<file path="config.mk">
export PLATFORM = sky130hd
export DESIGN_NAME = alu_exec_unit_flat
export DESIGN_NICKNAME = d
export VERILOG_FILES = /design/src/rtl/alu_exec_unit_if.sv /design/src/rtl/alu_exec_unit.sv /design/src/flat_wrapper.sv
export SDC_FILE = /design/constraint.sdc
export NUM_CORES = 1
export LEC_CHECK = 0
export ABC_CLOCK_PERIOD_IN_PS = 3400
export CORE_UTILIZATION = 47
export CTS_BUF_LIST = sky130_fd_sc_hd__clkbuf_4
export CTS_CLUSTER_DIAMETER = 30
export DETAILED_ROUTE_END_ITERATION = 8
export GPL_ROUTABILITY_DRIVEN = 0
export PLACE_DENSITY = 0.69
export SYNTH_ARGS = -nofsm -noshare
export SYNTH_HDL_FRONTEND = slang
export SYNTH_SLANG_ARGS = --single-unit
</file>
<file path="constraint.sdc">
create_clock -name clk -period 3.4 [get_ports clk]
set_input_delay 0.85 -clock clk [delete_from_list [all_inputs] [get_ports clk]]
set_output_delay 0.85 -clock clk [all_outputs]
set_load 0.01 [all_outputs]
</file>
<file path="src/rtl/alu_exec_unit_if.sv">
// alu_exec_unit_if: issue/resolve/write-port bundle between the ALU reservation
// station, the branch unit and the integer execution stage.
// master = issuing/observing side, slave = execution unit.
interface alu_exec_unit_if #(
    parameter int DATA_W = 32,
    parameter int TAG_W  = 5,
    parameter int OP_W   = 6,
    parameter int BTAG_W = 4
);
    logic              ALUworkEn;
    logic [DATA_W-1:0] operandO;
    logic [DATA_W-1:0] operandT;
    logic [TAG_W-1:0]  wrtTag;
    logic [OP_W-1:0]   opCode;
    logic [DATA_W-1:0] instAddr;
    logic [BTAG_W-1:0] instBranchTag;
    logic              bFreeEn;
    logic [1:0]        bFreeNum;
    logic              misTaken;
    logic              enALUwrt;
    logic [TAG_W-1:0]  ALUtag;
    logic [DATA_W-1:0] ALUdata;
    logic              ALUbusy;

    modport master (
        output ALUworkEn, operandO, operandT, wrtTag, opCode, instAddr, instBranchTag,
        output bFreeEn, bFreeNum, misTaken,
        input  enALUwrt, ALUtag, ALUdata, ALUbusy
    );

    modport slave (
        input  ALUworkEn, operandO, operandT, wrtTag, opCode, instAddr, instBranchTag,
        input  bFreeEn, bFreeNum, misTaken,
        output enALUwrt, ALUtag, ALUdata, ALUbusy
    );
endinterface

</file>
<file path="src/rtl/alu_exec_unit.sv">
// alu_exec_unit: integer execution stage behind the ALU reservation station.
// A simple op is computed into a branch-mask-tracked result register, then copied
// into the broadcast register that drives the shared write port for one cycle.
// Results depending on a mispredicted branch are squashed before broadcast.
// Optional feature macro: ALU_MUL_EN adds a 3-stage multiplier, a 1-entry hold
// register for the port collision and a non-zero ALUbusy.
module alu_exec_unit #(
    parameter int DATA_W = 32,
    parameter int TAG_W  = 5,
    parameter int OP_W   = 6,
    parameter int BTAG_W = 4
) (
    input  logic           clk,
    input  logic           rst,
    input  logic           rdy,
    alu_exec_unit_if.slave bus
);
    localparam logic [TAG_W-1:0] TAG_FREE = '0;

    localparam logic [OP_W-1:0] OP_LUI    = 6'd1;
    localparam logic [OP_W-1:0] OP_AUIPC  = 6'd2;
    localparam logic [OP_W-1:0] OP_JAL    = 6'd3;
    localparam logic [OP_W-1:0] OP_JALR   = 6'd4;
    localparam logic [OP_W-1:0] OP_ADD    = 6'd5;
    localparam logic [OP_W-1:0] OP_SUB    = 6'd6;
    localparam logic [OP_W-1:0] OP_SLL    = 6'd7;
    localparam logic [OP_W-1:0] OP_SLT    = 6'd8;
    localparam logic [OP_W-1:0] OP_SLTU   = 6'd9;
    localparam logic [OP_W-1:0] OP_XOR    = 6'd10;
    localparam logic [OP_W-1:0] OP_SRL    = 6'd11;
    localparam logic [OP_W-1:0] OP_SRA    = 6'd12;
    localparam logic [OP_W-1:0] OP_OR     = 6'd13;
    localparam logic [OP_W-1:0] OP_AND    = 6'd14;
`ifdef ALU_MUL_EN
    localparam logic [OP_W-1:0] OP_MUL    = 6'd15;
    localparam logic [OP_W-1:0] OP_MULH   = 6'd16;
    localparam logic [OP_W-1:0] OP_MULHSU = 6'd17;
    localparam logic [OP_W-1:0] OP_MULHU  = 6'd18;

    localparam logic [1:0] MS_LO  = 2'd0;
    localparam logic [1:0] MS_H   = 2'd1;
    localparam logic [1:0] MS_HSU = 2'd2;
    localparam logic [1:0] MS_HU  = 2'd3;
`endif

    // An entry dies when the branch being resolved now is one it depends on and it was mispredicted.
    function automatic logic bm_squash(input logic [BTAG_W-1:0] bm, input logic en,
                                       input logic [1:0] num, input logic mis);
        return en & bm[num] & mis;
    endfunction

    // A resolved branch no longer needs tracking, whatever the outcome.
    function automatic logic [BTAG_W-1:0] bm_clear(input logic [BTAG_W-1:0] bm, input logic en,
                                                   input logic [1:0] num);
        logic [BTAG_W-1:0] r;
        r = bm;
        if (en) begin
            r[num] = 1'b0;
        end else begin
            r = bm;
        end
        return r;
    endfunction

    logic [4:0]        shamt_s;
    logic [DATA_W-1:0] simple_res_s;
    logic              is_mul_s;
    logic              in_kill_s;
    logic [BTAG_W-1:0] in_bm_s;

    logic              ex_v_r;
    logic [TAG_W-1:0]  ex_tag_r;
    logic [DATA_W-1:0] ex_data_r;
    logic [BTAG_W-1:0] ex_bm_r;
    logic              ex_live_s;

    logic              out_v_s;
    logic [TAG_W-1:0]  out_tag_s;
    logic [DATA_W-1:0] out_data_s;
    logic              en_r;
    logic [TAG_W-1:0]  tag_r;
    logic [DATA_W-1:0] data_r;

    assign shamt_s   = bus.operandT[4:0];
    assign in_kill_s = bm_squash(bus.instBranchTag, bus.bFreeEn, bus.bFreeNum, bus.misTaken);
    assign in_bm_s   = bm_clear(bus.instBranchTag, bus.bFreeEn, bus.bFreeNum);
    assign ex_live_s = ex_v_r & ~bm_squash(ex_bm_r, bus.bFreeEn, bus.bFreeNum, bus.misTaken);

    // Simple-op result for the op presented by the reservation station this cycle.
    always_comb begin
        simple_res_s = '0;
        case (bus.opCode)
            OP_ADD:   simple_res_s = bus.operandO + bus.operandT;
            OP_SUB:   simple_res_s = bus.operandO - bus.operandT;
            OP_AND:   simple_res_s = bus.operandO & bus.operandT;
            OP_OR:    simple_res_s = bus.operandO | bus.operandT;
            OP_XOR:   simple_res_s = bus.operandO ^ bus.operandT;
            OP_SLL:   simple_res_s = bus.operandO << shamt_s;
            OP_SRL:   simple_res_s = bus.operandO >> shamt_s;
            OP_SRA:   simple_res_s = $unsigned($signed(bus.operandO) >>> shamt_s);
            OP_SLT:   simple_res_s = {{(DATA_W-1){1'b0}}, ($signed(bus.operandO) < $signed(bus.operandT))};
            OP_SLTU:  simple_res_s = {{(DATA_W-1){1'b0}}, (bus.operandO < bus.operandT)};
            OP_LUI:   simple_res_s = bus.operandT;
            OP_AUIPC: simple_res_s = bus.instAddr + bus.operandT;
            OP_JAL:   simple_res_s = bus.instAddr + {{(DATA_W-3){1'b0}}, 3'd4};
            OP_JALR:  simple_res_s = bus.instAddr + {{(DATA_W-3){1'b0}}, 3'd4};
            default:  simple_res_s = '0;
        endcase
    end

    // Result register for simple ops: capture accepted ops and apply branch resolution.
    always_ff @(posedge clk or posedge rst) begin
        if (rst) begin
            ex_v_r    <= 1'b0;
            ex_tag_r  <= TAG_FREE;
            ex_data_r <= '0;
            ex_bm_r   <= '0;
        end else if (rdy) begin
            ex_v_r    <= bus.ALUworkEn & ~is_mul_s & ~in_kill_s;
            ex_tag_r  <= bus.wrtTag;
            ex_data_r <= simple_res_s;
            ex_bm_r   <= in_bm_s;
        end
    end

`ifdef ALU_MUL_EN
    logic [1:0]          mul_sel_s;
    logic [DATA_W:0]     mul_a_s;
    logic [DATA_W:0]     mul_b_s;

    logic                m1_v_r, m2_v_r, m3_v_r;
    logic [TAG_W-1:0]    m1_tag_r, m2_tag_r, m3_tag_r;
    logic [BTAG_W-1:0]   m1_bm_r, m2_bm_r, m3_bm_r;
    logic [1:0]          m1_sel_r, m2_sel_r;
    logic [DATA_W:0]     m1_a_r, m1_b_r;
    logic [2*DATA_W-1:0] m2_prod_r;
    logic [DATA_W-1:0]   m3_res_r;
    logic                m1_live_s, m2_live_s, m3_live_s;

    logic                hold_v_r, hold_v_n;
    logic [TAG_W-1:0]    hold_tag_r, hold_tag_n;
    logic [DATA_W-1:0]   hold_data_r, hold_data_n;
    logic [BTAG_W-1:0]   hold_bm_r, hold_bm_n;
    logic                hold_live_s;
    logic                busy_r;

    assign m1_live_s   = m1_v_r & ~bm_squash(m1_bm_r, bus.bFreeEn, bus.bFreeNum, bus.misTaken);
    assign m2_live_s   = m2_v_r & ~bm_squash(m2_bm_r, bus.bFreeEn, bus.bFreeNum, bus.misTaken);
    assign m3_live_s   = m3_v_r & ~bm_squash(m3_bm_r, bus.bFreeEn, bus.bFreeNum, bus.misTaken);
    assign hold_live_s = hold_v_r & ~bm_squash(hold_bm_r, bus.bFreeEn, bus.bFreeNum, bus.misTaken);
    assign bus.ALUbusy = busy_r;

    // Multiply decode and operand extension (signedness of the high-half variants).
    always_comb begin
        is_mul_s  = 1'b0;
        mul_sel_s = MS_LO;
        case (bus.opCode)
            OP_MUL:    begin is_mul_s = 1'b1; mul_sel_s = MS_LO;  end
            OP_MULH:   begin is_mul_s = 1'b1; mul_sel_s = MS_H;   end
            OP_MULHSU: begin is_mul_s = 1'b1; mul_sel_s = MS_HSU; end
            OP_MULHU:  begin is_mul_s = 1'b1; mul_sel_s = MS_HU;  end
            default:   begin is_mul_s = 1'b0; mul_sel_s = MS_LO;  end
        endcase
        if ((mul_sel_s == MS_H) || (mul_sel_s == MS_HSU)) begin
            mul_a_s = {bus.operandO[DATA_W-1], bus.operandO};
        end else begin
            mul_a_s = {1'b0, bus.operandO};
        end
        if (mul_sel_s == MS_H) begin
            mul_b_s = {bus.operandT[DATA_W-1], bus.operandT};
        end else begin
            mul_b_s = {1'b0, bus.operandT};
        end
    end

    // Multiplier pipeline: operands, full product, selected half; each stage squashable.
    always_ff @(posedge clk or posedge rst) begin
        if (rst) begin
            m1_v_r <= 1'b0; m2_v_r <= 1'b0; m3_v_r <= 1'b0;
            m1_tag_r <= TAG_FREE; m2_tag_r <= TAG_FREE; m3_tag_r <= TAG_FREE;
            m1_bm_r <= '0; m2_bm_r <= '0; m3_bm_r <= '0;
            m1_sel_r <= MS_LO; m2_sel_r <= MS_LO;
            m1_a_r <= '0; m1_b_r <= '0;
            m2_prod_r <= '0;
            m3_res_r <= '0;
        end else if (rdy) begin
            m1_v_r    <= bus.ALUworkEn & is_mul_s & ~in_kill_s;
            m1_tag_r  <= bus.wrtTag;
            m1_bm_r   <= in_bm_s;
            m1_sel_r  <= mul_sel_s;
            m1_a_r    <= mul_a_s;
            m1_b_r    <= mul_b_s;
            m2_v_r    <= m1_live_s;
            m2_tag_r  <= m1_tag_r;
            m2_bm_r   <= bm_clear(m1_bm_r, bus.bFreeEn, bus.bFreeNum);
            m2_sel_r  <= m1_sel_r;
            m2_prod_r <= {{(DATA_W-1){m1_a_r[DATA_W]}}, m1_a_r} * {{(DATA_W-1){m1_b_r[DATA_W]}}, m1_b_r};
            m3_v_r    <= m2_live_s;
            m3_tag_r  <= m2_tag_r;
            m3_bm_r   <= bm_clear(m2_bm_r, bus.bFreeEn, bus.bFreeNum);
            m3_res_r  <= (m2_sel_r == MS_LO) ? m2_prod_r[DATA_W-1:0] : m2_prod_r[2*DATA_W-1:DATA_W];
        end
    end

    // Hold register and busy flag: park a simple result that lost the port to a multiply.
    always_ff @(posedge clk or posedge rst) begin
        if (rst) begin
            hold_v_r    <= 1'b0;
            hold_tag_r  <= TAG_FREE;
            hold_data_r <= '0;
            hold_bm_r   <= '0;
            busy_r      <= 1'b0;
        end else if (rdy) begin
            hold_v_r    <= hold_v_n;
            hold_tag_r  <= hold_tag_n;
            hold_data_r <= hold_data_n;
            hold_bm_r   <= hold_bm_n;
            busy_r      <= hold_v_n | m2_live_s;
        end
    end
`else
    assign is_mul_s    = 1'b0;
    assign bus.ALUbusy = 1'b0;
`endif

    // Port arbitration: multiply first, then the parked result, then the fresh simple result.
    always_comb begin
        out_v_s    = 1'b0;
        out_tag_s  = TAG_FREE;
        out_data_s = '0;
`ifdef ALU_MUL_EN
        hold_v_n    = 1'b0;
        hold_tag_n  = hold_tag_r;
        hold_data_n = hold_data_r;
        hold_bm_n   = bm_clear(hold_bm_r, bus.bFreeEn, bus.bFreeNum);
        if (m3_live_s) begin
            out_v_s    = 1'b1;
            out_tag_s  = m3_tag_r;
            out_data_s = m3_res_r;
            if (hold_live_s) begin
                hold_v_n = 1'b1;
            end else if (ex_live_s) begin
                hold_v_n    = 1'b1;
                hold_tag_n  = ex_tag_r;
                hold_data_n = ex_data_r;
                hold_bm_n   = bm_clear(ex_bm_r, bus.bFreeEn, bus.bFreeNum);
            end else begin
                hold_v_n = 1'b0;
            end
        end else if (hold_live_s) begin
            out_v_s    = 1'b1;
            out_tag_s  = hold_tag_r;
            out_data_s = hold_data_r;
            if (ex_live_s) begin
                hold_v_n    = 1'b1;
                hold_tag_n  = ex_tag_r;
                hold_data_n = ex_data_r;
                hold_bm_n   = bm_clear(ex_bm_r, bus.bFreeEn, bus.bFreeNum);
            end else begin
                hold_v_n = 1'b0;
            end
        end else if (ex_live_s) begin
            out_v_s    = 1'b1;
            out_tag_s  = ex_tag_r;
            out_data_s = ex_data_r;
        end else begin
            out_v_s = 1'b0;
        end
`else
        if (ex_live_s) begin
            out_v_s    = 1'b1;
            out_tag_s  = ex_tag_r;
            out_data_s = ex_data_r;
        end else begin
            out_v_s = 1'b0;
        end
`endif
    end

    // Broadcast register: drives the shared write port for exactly one active cycle.
    always_ff @(posedge clk or posedge rst) begin
        if (rst) begin
            en_r   <= 1'b0;
            tag_r  <= TAG_FREE;
            data_r <= '0;
        end else if (rdy) begin
            en_r   <= out_v_s;
            tag_r  <= out_tag_s;
            data_r <= out_data_s;
        end
    end

    assign bus.enALUwrt = en_r;
    assign bus.ALUtag   = tag_r;
    assign bus.ALUdata  = data_r;
endmodule

</file>
<file path="src/flat_wrapper.sv">
// flat-port wrapper written by rule: the top's interface ports become plain ports
module alu_exec_unit_flat 
#(
    parameter int DATA_W = 32,
    parameter int TAG_W  = 5,
    parameter int OP_W   = 6,
    parameter int BTAG_W = 4
)
  (clk, rst, rdy, bus_ALUworkEn, bus_operandO, bus_operandT, bus_wrtTag, bus_opCode, bus_instAddr, bus_instBranchTag, bus_bFreeEn, bus_bFreeNum, bus_misTaken, bus_enALUwrt, bus_ALUtag, bus_ALUdata, bus_ALUbusy);
  alu_exec_unit_if #(.DATA_W(DATA_W), .TAG_W(TAG_W), .OP_W(OP_W), .BTAG_W(BTAG_W)) bus_i ();
  input  logic clk;
  input  logic rst;
  input  logic rdy;
  input wire logic [$bits(bus_i.ALUworkEn)-1:0] bus_ALUworkEn;
  input wire logic [$bits(bus_i.operandO)-1:0] bus_operandO;
  input wire logic [$bits(bus_i.operandT)-1:0] bus_operandT;
  input wire logic [$bits(bus_i.wrtTag)-1:0] bus_wrtTag;
  input wire logic [$bits(bus_i.opCode)-1:0] bus_opCode;
  input wire logic [$bits(bus_i.instAddr)-1:0] bus_instAddr;
  input wire logic [$bits(bus_i.instBranchTag)-1:0] bus_instBranchTag;
  input wire logic [$bits(bus_i.bFreeEn)-1:0] bus_bFreeEn;
  input wire logic [$bits(bus_i.bFreeNum)-1:0] bus_bFreeNum;
  input wire logic [$bits(bus_i.misTaken)-1:0] bus_misTaken;
  output wire logic [$bits(bus_i.enALUwrt)-1:0] bus_enALUwrt;
  output wire logic [$bits(bus_i.ALUtag)-1:0] bus_ALUtag;
  output wire logic [$bits(bus_i.ALUdata)-1:0] bus_ALUdata;
  output wire logic [$bits(bus_i.ALUbusy)-1:0] bus_ALUbusy;
  assign bus_i.ALUworkEn = bus_ALUworkEn;
  assign bus_i.operandO = bus_operandO;
  assign bus_i.operandT = bus_operandT;
  assign bus_i.wrtTag = bus_wrtTag;
  assign bus_i.opCode = bus_opCode;
  assign bus_i.instAddr = bus_instAddr;
  assign bus_i.instBranchTag = bus_instBranchTag;
  assign bus_i.bFreeEn = bus_bFreeEn;
  assign bus_i.bFreeNum = bus_bFreeNum;
  assign bus_i.misTaken = bus_misTaken;
  assign bus_enALUwrt = bus_i.enALUwrt;
  assign bus_ALUtag = bus_i.ALUtag;
  assign bus_ALUdata = bus_i.ALUdata;
  assign bus_ALUbusy = bus_i.ALUbusy;
  alu_exec_unit #(.DATA_W(DATA_W), .TAG_W(TAG_W), .OP_W(OP_W), .BTAG_W(BTAG_W)) u_core (.clk(clk), .rst(rst), .rdy(rdy), .bus(bus_i));
endmodule
</file>
==> impl_metrics.env <==
export IMPL_rsz0062_at_grt="true"
export IMPL_crit_buf_inv=5
export IMPL_h_tree_depth=3
export IMPL_place_inst=2635
export IMPL_start_util=0.482
export IMPL_die_w_um=174
export IMPL_syn_nets=1973
export IMPL_synth_warnings=0
export IMPL_seq_area_um2=2000
export IMPL_dr_pass1_iters=6
export IMPL_yosys_most_used_dff="dfrtp_1"
export IMPL_clock_root_buffer="clkbuf_4"
export IMPL_postCtsHoldBufs=0
export IMPL_crit_arrival_ns=4.36
export IMPL_maxSlewHeadroom=0.243
export IMPL_area_growth_pct=48.1
export IMPL_synthTopCellsByArea="dfrtp_1, ha_1, mux4_2"
export IMPL_hold_ws_ns=0.494
export IMPL_io_pins=158
export IMPL_vias_per_cell=6.71
export IMPL_drt_total_wl_um=66600
export IMPL_rows=62
export IMPL_design_core_area_um2=28900
export IMPL_ant_nets=0
export IMPL_finalInstanceArea_um2=20600
export IMPL_cp_max_fo=6
export IMPL_violations="setup timing"
export IMPL_syn_avg_cell_area_um2=8.13
export IMPL_p_leak_nw=9.25
export IMPL_setup_violations=30
export IMPL_synth_top_cell_area_share=0.144
export IMPL_finalClockSkew_ns=0.0122
export IMPL_cp_slowest_cell="or3_4"
export IMPL_tightestPinTransition_ns=1.12
export IMPL_crit_chain="buf_6, or3_4, or3_4, buf_12, buf_4, mux2_2, ha_4, a21oi_2, o22ai_1, or2_4, buf_4, buf_4, o21ai_0, nand2_1, xnor2_1, a22oi_1, o211ai_1"
export IMPL_netlist_top_cell_by_area="dfrtp_1"
export IMPL_max_cap_violations=0
export IMPL_synthCells=1716
export IMPL_crit_family="simple AND/OR/NAND/NOR gates"
export IMPL_num_vias=17900
export IMPL_drc_errors=0
export IMPL_cts_tree="yes"
export IMPL_synth_edf_count=0
export IMPL_grt_pass1_vias=17500
export IMPL_clock_latency_ns=0.44
export IMPL_cp_start_kind="primary input"
export IMPL_grt_max_degree=64
export IMPL_path_clk_slew_ns=0.12
export IMPL_async_flop_share=1.00
export IMPL_drt_iter0_drc=3046
export IMPL_ys_ff_latch=80
export IMPL_period_needed_ns=4.04
export IMPL_status="complete, but fails checks"
export IMPL_power_density_nw_per_um2=208
export IMPL_worstPathRequired_ns=3.72
export IMPL_final_nets=2539
export IMPL_fin_cells=2670
export IMPL_layout_drive_gt1_share=0.357
export IMPL_yosysSeqAreaShare=0.144
export IMPL_io_buffers=156
export IMPL_diodes=0
export IMPL_clock_fmax_mhz=247
export IMPL_min_period_over_period=1.19
export IMPL_numCtsBuffers=9
export IMPL_crit_top_cell="buf_4"
export IMPL_grt_pass1_wl_um=98900
export IMPL_grt_use_total=0.423
export IMPL_report_final_slew_viol_count=0
export IMPL_timing_final_ws_setup_ns=-0.642
export IMPL_criticalPathCategory="in2reg"
export IMPL_placed_area_um2=19600
export IMPL_dieArea_um2=30400
export IMPL_dieHeight_um=174
export IMPL_slowest_delay_ns=0.42
export IMPL_hold_viol_final=0
export IMPL_ir_worst_vdd_mv=0.166
export IMPL_synthesis_area_um2=13900
export IMPL_grt_overflow=0
export IMPL_numClockSinks=80
export IMPL_antenna_found_initial=2
export IMPL_multi_input_area_um2=11800
export IMPL_end_kind="flop"
export IMPL_hp_class="reg2reg"
export IMPL_fill_cells=2176
export IMPL_ys_types=87
export IMPL_wire_per_inst_um=25.0
export IMPL_dp_hpwl_um=50700
export IMPL_cts_buffer_depth=2
[worst reg2reg max path, cell delays in order, from the launching register on]
cell,delay (ns)
dfrtp_1,0.44
nor2b_1,0.23
a31oi_1,0.18
o31a_1,0.15
o2111ai_1,0.14
a2111oi_0,0.38
o2111ai_1,0.19
o32ai_2,0.31
o311ai_1,0.14
[registers in the layout, summed over array words and instances, names as in the netlist]
| register | cells |
|---|---|
| u_core.ex_data_r | 32 |
| u_core.ex_tag_r | 5 |
| u_core.bus.enALUwrt | 1 |
| u_core.bus.ALUdata | 32 |
| u_core.bus.ALUtag | 5 |
| u_core.ex_v_r | 1 |
| u_core.ex_bm_r | 4 |
[Yosys cell counts, types with 9 or more instances]
cell type,count
a22oi_1,29
a22o_1,44
buf_1,10
and2_1,10
nor3_1,39
inv_1,106
xnor2_1,48
o21ai_0,87
o211ai_1,35
ha_1,136
nor2b_1,18
and3_1,16
dfrtp_1,80
a21oi_1,103
nand3_1,53
nand2_1,134
buf_2,20
o221ai_1,10
a211oi_1,20
a31oi_1,17
nand2b_1,10
nand4_1,18
nor2_1,137
a2111oi_0,9
a221oi_1,21
clkbuf_1,103
xor2_1,24
or3_1,9
o31ai_1,13
mux4_2,69
a21o_1,18
o22ai_1,11
mux2i_1,42
nor4_1,14
mux2_2,57
[kinds of logic (layout without fill, tap and decap cells)]
kind of cell | Yosys count | after routing | synth area share
AO/OA/AOI/OAI | 519 | 519 | 0.261
AND/OR/NAND/NOR | 491 | 491 | 0.168
buffers and inverters | 247 | 817 | 0.0702
multiplexers | 168 | 168 | 0.188
adder cells (fa/ha/maj) | 138 | 138 | 0.125
flip-flops | 80 | 80 | 0.144
XOR/XNOR | 72 | 72 | 0.0452
other | 1 | 1 | 0.000269
[placed cells by master (no fill, tap or decap), types with 10 or more instances in the layout]
cell,Yosys,routed
xor2_1,24,24
nand3_1,53,50
a22o_1,44,44
o22ai_1,11,11
nor2b_1,18,18
nor2_1,137,135
buf_12,0,13
a211oi_1,20,14
clkdlybuf4s50_1,0,143
nor3_1,39,35
and2_1,10,10
a221oi_1,21,14
buf_4,3,513
a21oi_2,0,19
and3_1,16,14
mux2_2,57,55
ha_1,136,114
a21oi_1,103,83
a22oi_1,29,28
nand2_1,134,130
buf_6,2,14
o211ai_1,35,35
xnor2_1,48,43
mux4_2,69,69
inv_1,106,103
a31oi_1,17,15
o21ai_0,87,71
a21o_1,18,18
nand4_1,18,18
o31ai_1,13,11
nor4_1,14,12
mux2i_1,42,41
o21ai_1,5,16
clkbuf_4,0,11
dfrtp_1,80,80
ha_4,0,19
[path summary, 6_finish.rpt]
path / from / cells after the start / to / slack (ns)
max: bus_opCode[5] / 17 / u_core.ex_data_r[18]$_DFFE_PP0P_ / -0.64
min: u_core.bus.enALUwrt$_DFFE_PP0P_ / 1 / u_core.bus.enALUwrt$_DFFE_PP0P_ / 0.49
max reg2reg: u_core.ex_data_r[31]$_DFFE_PP0P_ / 8 / u_core.ex_data_r[31]$_DFFE_PP0P_ / 1.13
min reg2reg: u_core.bus.enALUwrt$_DFFE_PP0P_ / 1 / u_core.bus.enALUwrt$_DFFE_PP0P_ / 0.49
max in group asynchronous: rst / 3 / u_core.ex_data_r[13]$_DFFE_PP0P_ / 1.94
min in group asynchronous: rst / 2 / u_core.bus.ALUdata[9]$_DFFE_PP0P_ / 0.79
[per-layer routing]
layer	global-route usage	part of all wire
met2	0.622	0.41
met4	0.316	0.093
met5	0	0.00017
met3	0.115	0.14
met1	0.529	0.35
[power breakdown]
part           total, mW  internal (mW)  switching (mW)
clock network      0.511          0.165           0.345
registers           1.01          0.985          0.0203
logic               2.78           1.34            1.44
total               4.30           2.49            1.81
[layout make-up]
class,count,area share
multi-input cells,1389,0.573
repair buffers,693,0.281
flip-flops and latches,80,0.0969
well taps,384,0.0233
inverters,109,0.0199
clock buffers,11,0.00400
clock inverters,4,0.00158
[metrics by stage]
step	utilization	setup WS, ns	power (mW)	TNS [ns]
floorplan	-	-0.938	2.25	-21.22
detailed placement	0.678	-1.51	3.46	-38.06
global placement	0.678	-1.40	3.41	-35.25
CTS	0.705	-0.540	4.11	-10.63
global route	0.714	-0.616	4.47	-14.24
finish	0.714	-0.642	4.30	-14.81
[timing repair]
action,4_1_cts,5_1_grt
buffers inserted,18,3
pin swaps,63,32
resized for setup,114,40
endpoints found under the setup margin,32,32
gates cloned,1,0
Power figures use the tool's default switching activity.
